## src/rtl/demux_buffered.sv

```systemverilog
`default_nettype none
// ============================================================================
// Module      : demux_buffered
// Description : 1-to-2 valid/ready demultiplexer with an independent FIFO per
//               output; word order is preserved per output.
// Revision    : 1.0 - initial release
// ============================================================================
module demux_buffered #(
    parameter int WIDTH = 8,
    parameter int DEPTH = 2
) (
    input  logic                       CLK,
    input  logic                       RESET,
    input  logic [WIDTH-1:0]           in_data,
    input  logic                       in_sel,
    input  logic                       in_valid,
    output logic                       in_ready,
    output logic [WIDTH-1:0]           out0_data,
    output logic                       out0_valid,
    input  logic                       out0_ready,
    output logic [WIDTH-1:0]           out1_data,
    output logic                       out1_valid,
    input  logic                       out1_ready,
    output logic [$clog2(DEPTH):0]     out0_count,
    output logic [$clog2(DEPTH):0]     out1_count
);

    localparam int c_AW = $clog2(DEPTH);
    localparam int c_CW = c_AW + 1;
    localparam logic [c_CW-1:0] c_FULL = c_CW'(DEPTH);

    logic [1:0]        w_rdy;
    logic [1:0]        w_valid;
    logic [c_CW-1:0]   w_cnt  [2];
    logic [WIDTH-1:0]  w_data [2];

    assign w_rdy = {out1_ready, out0_ready};

    // A full FIFO can still accept when its head leaves in the same cycle.
    assign in_ready = (w_cnt[in_sel] != c_FULL) || (w_rdy[in_sel] && w_valid[in_sel]);

    genvar gi;
    generate
        for (gi = 0; gi < 2; gi++) begin : g_fifo
            logic [WIDTH-1:0] r_mem [DEPTH];
            logic [c_AW-1:0]  r_wr;
            logic [c_AW-1:0]  r_rd;
            logic [c_CW-1:0]  r_cnt;
            logic             w_push;
            logic             w_pop;

            assign w_push     = in_valid && in_ready && (in_sel == gi[0]);
            assign w_pop      = w_valid[gi] && w_rdy[gi];
            assign w_valid[gi] = (r_cnt != '0);
            assign w_cnt[gi]  = r_cnt;
            assign w_data[gi] = r_mem[r_rd];

            always_ff @(posedge CLK) begin
                if (RESET) begin
                    r_wr  <= '0;
                    r_rd  <= '0;
                    r_cnt <= '0;
                    for (int j = 0; j < DEPTH; j++) begin
                        r_mem[j] <= '0;
                    end
                end else begin
                    if (w_push) begin
                        r_mem[r_wr] <= in_data;
                        r_wr        <= r_wr + c_AW'(1);
                    end
                    if (w_pop) begin
                        r_rd <= r_rd + c_AW'(1);
                    end
                    if (w_push && !w_pop) begin
                        r_cnt <= r_cnt + c_CW'(1);
                    end else if (w_pop && !w_push) begin
                        r_cnt <= r_cnt - c_CW'(1);
                    end
                end
            end
        end
    endgenerate

    assign out0_data  = w_data[0];
    assign out1_data  = w_data[1];
    assign out0_valid = w_valid[0];
    assign out1_valid = w_valid[1];
    assign out0_count = w_cnt[0];
    assign out1_count = w_cnt[1];

endmodule
`default_nettype wire
```

## config.mk

```make
export PLATFORM = sky130hd
export DESIGN_NAME = demux_buffered
export DESIGN_NICKNAME = d
export VERILOG_FILES = /design/src/rtl/demux_buffered.sv
export SDC_FILE = /design/constraint.sdc
export NUM_CORES = 1
export LEC_CHECK = 0
export CAP_MARGIN = 20
export CORE_UTILIZATION = 35
export CTS_CLUSTER_DIAMETER = 100
export DETAILED_ROUTE_END_ITERATION = 10
export GPL_ROUTABILITY_DRIVEN = 0
export GPL_TIMING_DRIVEN = 0
export MAX_ROUTING_LAYER = met4
export SETUP_SLACK_MARGIN = 0.3
export SLEW_MARGIN = 20
export SYNTH_ARGS = -nofsm -noshare
export SYNTH_HDL_FRONTEND = slang
export SYNTH_SLANG_ARGS = --single-unit
```

## constraint.sdc

```tcl
create_clock -name CLK -period 2.5 [get_ports CLK]
set_input_delay 0.5 -clock CLK [delete_from_list [all_inputs] [get_ports CLK]]
set_output_delay 0.5 -clock CLK [all_outputs]
set_load 0.03 [all_outputs]
```

==> key figures, run 1 <==
Timing
  – Post-layout minimum cycle time: ~2100 ps
  – RSZ-0062 raised after global routing: false
  – Fmax: approximately 480 MHz
  – Worst slew margin: 0.465
  – Final period util: 0.840
  – Final hold violation count: 0
  – Max Slew Vio Count: 0
  – Slew @ Worst Pin: ~800 ps
  – Clock skew: approximately 8.4 ps
  – Setup-failing EPs final: 0

Drt
  – Metal2 WL: about 1700 um
  – 1st-iter DRT viols: 73
  – Final WL: about 3600 um
  – Via count: between 1000 and 1500
  – Detail Route Antenna Nets: 0
  – DR WL/cell: approximately 14 um
  – Top layer in use: met4
  – Wl on met1: 1610 um
  – DR WL met3: approximately 190 um
  – Vias per cell: roughly 4.7
  – DRT Pass-1 Iters: 4
  – # DRC: 0

Floorplanning
  – Die Ht: between 70 and 80 um
  – Core Region: 0.00520 mm2
  – Number of top-level pins: 37
  – Die Footprint: between 0.005 and 0.006 mm2
  – Die width: approximately 76 um
  – Initial core utilization: 0.371
  – # rows: 26

Synthesis
  – Simple-gate portion of the synthesized area: 0.220
  – Synthesized flop and latch total: 42
  – Async set-reset flop share out of synthesis: 0
  – Syn_area_per_cell: about 14 um2
  – Most common library cells after synthesis: and2_1 (32), edfxtp_1 (32), mux2_2 (16)
  – Compound-Gate Fraction of Synth Area: 0.0305
  – Cell Area, Synth: ~0.0019 mm2
  – Mux cell area share after synthesis: 0.0985
  – EDFF count, synth: 32
  – Syn_nets: 156
  – Sequential element share of the synthesized area: 0.601
  – Top_reg_cell synth: edfxtp_1
  – Largest cells by area after synthesis: edfxtp_1 (50%), and2_1 (10%), dfxtp_1 (10%)
  – Synth cell types: 28
  – Synth Area in Adders: 0.0130
  – Largest family of logic cells by synthesized area: simple AND/OR/NAND/NOR gates
  – Post-synth top area cell: edfxtp_1
  – XOR/XNOR share of the synthesized area: 0.0272
  – Cells after Synth: 140
  – Yosys warnings: 0
  – Synth top area share: 0.498

Setup path
  – Worst EP arrival: ~1600 ps
  – CP max FO: 7
  – WS Path Type: flop to output port
  – Setup crit end kind: output port
  – Data required time of the worst path: around 2000 ps
  – Crit path launch type: flop

CTS
  – CTS tree: yes
  – Root Buffer: clkbuf_8
  – CTS Sinks: 42
  – Skew-Pair Late Insertion Delay: ~290 ps
  – CTS max path bufs: 2
  – CTS Buf Count: 5
  – H-tree depth: 2
  – Clk slew on worst S/H paths: around 70 ps
  – Hold_buf cts: 0

Place
  – Placed Area: about 0.0024 mm2
  – Dpl cells: approximately 250
  – PortBufs: 36
  – DP HPWL: between 2000 and 3000 um

Power and ir drop
  – Leakage: around 1 nW
  – Worst VDD drop: 525 uV
  – Pwr/cell area: between 900 and 1000 mW/mm2

Min path
  – Min-delay worst type: flop to flop

Global route
  – Pin count of the biggest net entering global routing: 14
  – Grt ovf: 0
  – First-pass GRT wire length: 6050 um
  – GRT Util Overall: 0.141
  – Initial antenna violation count: 0
  – Number of global-route vias before repair: approximately 1200

Run status
  – Status: finished, final reports clean

Finish
  – Ratio of cells with drive above 1 in the final layout: 0.227
  – Fillers: 484
  – # diodes: 0
  – Final Cell Area: roughly 0.0025 mm2
  – Final net count: 200
  – Layout area overhead: 29.4%
  – Cell Count, Final, Fillers Out: about 260

Job
  – Maxcap violations: 0
==> area by class of cell <==
type | instances | area, um2 | share of cell area
clock buffers | 7 | 86.3 | 0.0346
well taps | 70 | 87.6 | 0.0351
plain buffers | 3 | 13.8 | 0.00551
inverters | 2 | 7.51 | 0.00301
clock inverters | 1 | 30.0 | 0.0120
multi-input cells | 93 | 763 | 0.306
repair buffers | 37 | 348 | 0.139
flip-flops and latches | 42 | 1160 | 0.465
==> final timing paths <==
kind              endpoint            from  slack (ps)  cells after the start
max             out1_valid   out1_count[0]         400                      2
min                   flop  g_fifo[1].r_rd         500                      2
max reg2reg  out1_count[1]   out1_count[0]         560                      6
min reg2reg           flop  g_fifo[1].r_rd         500                      2
==> sequential cells by signal (all words and copies together), names as in the netlist, named ones only <==
signal        flops
g_fifo.r_mem     32
g_fifo.r_rd       2
g_fifo.r_wr       2
out1_count        2
out0_count        2
==> timing repair <==
item                       CTS  global route
gates cloned                 0             0
setup endpoints to repair   26            11
resized for setup           20             5
setup buffers                1             0
pin swaps                    1             0
==> critical path, stage by stage, from the launching register on <==
cell,delay [ps]
dfxtp_1,490
or2_2,170
clkdlybuf4s50_1,650
==> cells by family after synthesis <==
| group | after synthesis |
|---|---|
| buffers and inverters | 5 |
| DFF | 42 |
| adders and majority gates | 2 |
| muxes | 17 |
| xor gates and xnor gates | 6 |
| and+or+nand+nor | 58 |
| AOI/OAI and AO/OA | 10 |
==> routing by layer <==
layer,global-route usage,vias up
li1,-,579
met1,0.157,566
met2,0.241,38
met3,0.0383,6
met4,0.0519,0
met5,-,-
==> stage by stage <==
stage	worst slack, ps	util	setup TNS (ps)	hold WS, ps	total power, mW
detailed placement	-93.5	0.458	-412	490	1.83
floorplan	492	-	0	472	1.50
CTS	236	0.479	0	508	2.33
global placement	-233	0.457	-3130	493	1.80
global route	310	0.480	0	537	2.42
finish	401	0.480	0	503	2.30
==> cell usage in the layout (no fill, tap or decap) <==
cell,instances
a21o_2,1
a21oi_1,2
and2_1,32
and2b_1,1
buf_4,1
bufinv_16,1
clkbuf_1,2
clkbuf_2,3
clkbuf_8,6
clkdlybuf4s50_1,17
dfxtp_1,10
dlygate4sd2_1,16
dlymetal6s2s_1,2
edfxtp_1,32
ha_1,2
inv_1,2
mux2_2,16
mux2i_1,1
nand2_1,2
nand2b_1,1
nand2b_2,1
nand3_2,1
nor2_1,7
nor3_2,1
nor3b_4,2
nor4_4,1
nor4b_4,2
o21ai_0,4
o21ai_1,1
o21bai_1,1
o31ai_2,1
or2_2,3
or2_4,1
or3_1,2
or3b_2,1
xor2_1,6
==> where the power goes <==
group	total, mW	leakage [nW]	switching [mW]	internal, mW
Sequential	0.913	0.417	0.0658	0.848
Combinational	0.843	0.538	0.479	0.364
Clock	0.548	0.0585	0.222	0.326
Total	2.30	1.01	0.766	1.54
Power figures use the tool's default switching activity.
==> run 2, diff against run 1 <==
clock period = 1.86 ns   (was 2.5 ns; I/O delays follow)
==> key figures, run 2 (synthesis results as in run 1) <==
Power and ir drop
  – Pwr/cell area: ~1200 mW/mm2
  – Leakage: about 1.1 nW
  – Worst VDD drop: around 830 uV

Finish
  – Max reg flops: 32
  – # diodes: 0
  – Most frequent cells in the layout: and2_1 (32), edfxtp_1 (32), buf_6 (18)
  – Final net count: roughly 210
  – Utilization after layout: 0.534
  – Largest reg by FF count: g_fifo.r_mem
  – Ratio of cells with drive above 1 in the final layout: 0.429
  – Layout area overhead: 44.0%

Min path
  – Hold Path Origin: g_fifo[0].r_rd
  – Worst hold path depth: 2
  – Min-delay worst type: flop to flop

Drt
  – Via count: between 1000 and 1500
  – # DRC: 0
  – Final WL: between 3000 and 4000 um
  – Detail Route Antenna Nets: 0
  – DR WL/cell: around 14 um
  – 1st-iter DRT viols: 45
  – DRT Pass-1 Iters: 3
  – Vias per cell: 4.64

CTS
  – CTS tree: yes
  – Root Buffer: clkbuf_8
  – H-tree depth: 2
  – CTS Buf Count: 5
  – CTS max path bufs: 2
  – Skew-Pair Late Insertion Delay: 290 ps
  – CTS Sinks: 42
  – Clk slew on worst S/H paths: 80 ps

Setup path
  – FF-to-FF End: out1_count[1]
  – Crit path launch type: flop
  – WS Path Type: flop to flop
  – Worst Reg-to-Reg Cells: 7
  – R2R Setup Slk: between 100 and 150 ps
  – CP max FO: 7
  – Data required time of the worst path: 2090 ps
  – FF-to-FF Start: out1_count[1]
  – Setup crit end kind: flop
  – Worst EP arrival: between 1500 and 2000 ps

Timing
  – Worst slew margin: 0.636
  – Final period util: 0.921
  – Post-layout minimum cycle time: 1710 ps
  – Slew @ Worst Pin: between 500 and 600 ps
  – RSZ-0062 raised after global routing: true
  – Final hold violation count: 0
  – Max Slew Vio Count: 0
  – Setup-failing EPs final: 0
  – Clock skew: around 4.8 ps
  – Setup ws final: 148 ps
  – Fmax: 584 MHz

Global route
  – Pin count of the biggest net entering global routing: 14
  – Number of global-route vias before repair: roughly 1300
  – First-pass GRT wire length: roughly 6300 um
  – Grt ovf: 0
  – GRT Util Overall: 0.147
  – Initial antenna violation count: 0

Place
  – DP HPWL: 2600 um
  – PortBufs: 36
  – Placement Setup Slack: -576 ps

Floorplanning
  – # rows: 26
  – Initial core utilization: 0.371
  – Core Region: between 0.005 and 0.006 mm2
  – Die Footprint: around 0.0058 mm2
  – Die width: between 70 and 80 um
  – Die Ht: around 76 um
  – Number of top-level pins: 37

Job
  – Maxcap violations: 0

Run status
  – Status: finished, final reports clean
run 2: cell count changes in the layout (fill, tap and decap cells not counted), moves of 3 or more:
cell             before  now
buf_6                 0   18
buf_2                 0    3
dfxtp_2               0    3
clkdlybuf4s50_1      17    8
dlygate4sd2_1        16    9
dfxtp_1              10    4
mux2_2               16    0
buf_4                 1    9
dfxtp_4               0    3
mux2_4                0   16
run 2: area by class of cell:
type                    count  area (um2)
fillers                   461        2420
well taps                  70        87.6
clock inverters             3        40.0
multi-input cells          93         881
inverters                   2        7.51
flip-flops and latches     42        1180
clock buffers               5        68.8
plain buffers               3        55.1
repair buffers             48         464
run 2: worst max-delay path, cell delays in order, from the launching register on:
cell     delay (ps)
dfxtp_4         380
or3b_4          390
nand3_4         100
inv_2            50
ha_4            150
xor2_2          140
or3_1           310
a21oi_1         130
run 2: how the worst max path moves through the flow:
stage | end | from | depth (start not counted) | slack, ps
floorplan | g_fifo[1].r_mem[0][0] | out1_count[1] | 3 | 160
global placement | g_fifo[1].r_mem[0][1] | in_sel | 3 | -630
detailed placement | g_fifo[0].r_mem[1][3] | RESET | 4 | -580
CTS | out1_count[1] | out1_count[1] | 7 | 150
global route | out1_count[1] | out1_count[1] | 7 | 100
finish | out1_count[1] | out1_count[1] | 7 | 150
run 2: repair_timing:
| item | 4_1_cts | 5_1_grt |
|---|---|---|
| pin swaps | 9 | 5 |
| resized for setup | 171 | 7 |
| buffers inserted | 8 | 3 |
| setup endpoints to repair | 91 | 57 |
| hold buffers | 0 | 0 |
| endpoints found under the hold margin | 0 | 0 |
run 2: per-layer routing:
layer / track usage / routed length [um]
met4: 0.0519 / 57
met2: 0.246 / 1910
met3: 0.0383 / 175
met5: - / 0
met1: 0.169 / 1590
run 2: metrics by stage:
stage                     total power [mW]  area, um2  instances  hold slack (ps)  setup TNS, ps
after floorplan                       2.05       1970        140              472              0
after global placement                2.46       2420        246              486         -21170
after detailed placement              2.49       2420        247              492         -21180
after CTS                             3.40       2730        263              514              0
after global routing                  3.57       2780        266              536              0
final                                 3.41       2780        266              507              0
run 2: report_power, final:
group          total (mW)  switching [mW]  internal (mW)
registers            1.26          0.0961           1.16
clock network       0.709           0.314          0.395
logic                1.44           0.719          0.724
==> run 3, diff against run 2 <==
clock period = 1.5 ns   (was 1.86 ns; I/O delays follow)
==> key figures, run 3 (synthesis results as in run 1) <==
Run status
  – Status: finished, violations left
  – Failing checks: setup timing

CTS
  – CTS tree: yes
  – CTS max path bufs: 2
  – Root Buffer: clkbuf_8
  – H-tree depth: 2
  – Hold_buf cts: 0
  – Clk slew on worst S/H paths: 70 ps
  – CTS Sinks: 42
  – Skew-Pair Late Insertion Delay: ~300 ps
  – CTS Buf Count: 5

Floorplanning
  – Die width: about 76 um
  – # rows: 26
  – Die Ht: 76.3 um
  – Number of top-level pins: 37
  – Initial core utilization: 0.371
  – Die Footprint: 0.00582 mm2
  – Core Region: 0.00520 mm2

Setup path
  – FF-to-FF Start: out1_count[1]
  – Setup crit end kind: flop
  – Worst Reg-to-Reg Cells: 7
  – Worst EP arrival: 1890 ps
  – Crit path launch type: flop
  – R2R Setup Slk: -160 ps
  – WS Path Type: flop to flop
  – CP max FO: 5
  – FF-to-FF End: out1_count[1]
  – Critical path origin: out1_count[1]
  – Data required time of the worst path: about 1700 ps

Timing
  – Max Slew Vio Count: 0
  – Clock skew: between 4 and 5 ps
  – Final period util: 1.11
  – Fmax: 603 MHz
  – RSZ-0062 raised after global routing: true
  – Slew @ Worst Pin: about 330 ps
  – Setup-failing EPs final: 34
  – Post-layout minimum cycle time: 1660 ps
  – Worst slew margin: 0.780
  – Final hold violation count: 0
  – Setup ws final: -158 ps

Drt
  – DR WL/cell: approximately 15 um
  – DRT Pass-1 Iters: 3
  – Vias per cell: between 4 and 5
  – 1st-iter DRT viols: 105
  – Detail Route Antenna Nets: 0
  – Via count: between 1000 and 1500
  – Final WL: 4120 um
  – # DRC: 0

Place
  – DP HPWL: 2630 um
  – Placement Setup Slack: -849 ps
  – Placed Area: between 0.002 and 0.0025 mm2
  – PortBufs: 36

Global route
  – First-pass GRT wire length: between 6000 and 7000 um
  – GRT Util Overall: 0.151
  – Grt ovf: 0
  – Pin count of the biggest net entering global routing: 12
  – Initial antenna violation count: 0
  – Number of global-route vias before repair: around 1300

Finish
  – Commonest non-fill, non-tap cell in the layout: buf_6
  – Final net count: 224
  – Largest reg by FF count: g_fifo.r_mem
  – Ratio of cells with drive above 1 in the final layout: 0.644
  – Utilization after layout: 0.580
  – Most frequent cells in the layout: buf_6 (37), and2_4 (32), edfxtp_1 (32)
  – Max reg flops: 32
  – Layout area overhead: 56.3%
  – Final Cell Area: slightly above 0.003 mm2
  – # diodes: 0

Power and ir drop
  – Design Power: between 4 and 5 mW
  – Worst VDD drop: about 860 uV
  – Pwr/cell area: 1460 mW/mm2
  – Leakage: roughly 1.2 nW

Job
  – Maxcap violations: 0

Min path
  – Min-delay worst type: flop to flop
  – Hold path endpoint: g_fifo[1].r_rd
  – Hold Path Origin: g_fifo[1].r_rd
  – Worst hold path depth: 2
==> run 3: per-layer routing <==
layer  up-vias  wire length, um  global-route usage
met5         -                0                   -
met4         0               66              0.0635
met3         8              181              0.0419
met2        29             2150               0.257
met1       626             1720               0.167
li1        632                -                   -
==> run 3: worst max-delay path by stage <==
stage | endpoint | depth (start not counted)
6_report | out1_count[1] | 7
5_1_grt | out1_count[1] | 7
4_1_cts | out1_count[1] | 7
3_5_place_dp | g_fifo[0].r_mem[1][3] | 4
3_3_place_gp | g_fifo[0].r_mem[1][5] | 4
2_1_floorplan | out0_count[1] | 5
==> run 3: power by group <==
part / internal, mW / switching, mW / leakage [nW]
registers: 1.44 / 0.111 / 0.421
logic: 1.18 / 0.999 / 0.789
clock network: 0.320 / 0.359 / 0.0383
total: 2.94 / 1.47 / 1.25
==> run 3: final cells by class <==
type | count | area, um2
Timing Repair Buffer | 61 | 638
Tap cell | 70 | 87.6
Sequential cell | 42 | 1180
Clock buffer | 7 | 76.3
Fill cell | 428 | 2190
Inverter | 2 | 7.51
Buffer | 3 | 45.0
Multi-Input combinational cell | 93 | 982
==> run 3: critical path, stage by stage, from the launching register on <==
cell and delay (ps):
dfxtp_4 360, or3b_4 390, nand3_4 70, inv_2 50, ha_4 150, xor2_2 130
or3_1 330, a21oi_2 110
==> run 3: per-stage QoR <==
stage | setup TNS, ps | cells | hold WS [ps]
after global routing | -2590 | 278 | 528
after global placement | -41410 | 246 | 494
final | -1060 | 278 | 510
after CTS | -1160 | 271 | 512
after floorplan | -700 | 140 | 472
after detailed placement | -44660 | 246 | 494
==> run 3: repair_timing <==
action	CTS	global route
cloned	1	0
buffers inserted	17	7
endpoints found under the setup margin	97	95
pin swaps	16	7
gates resized for setup	226	33
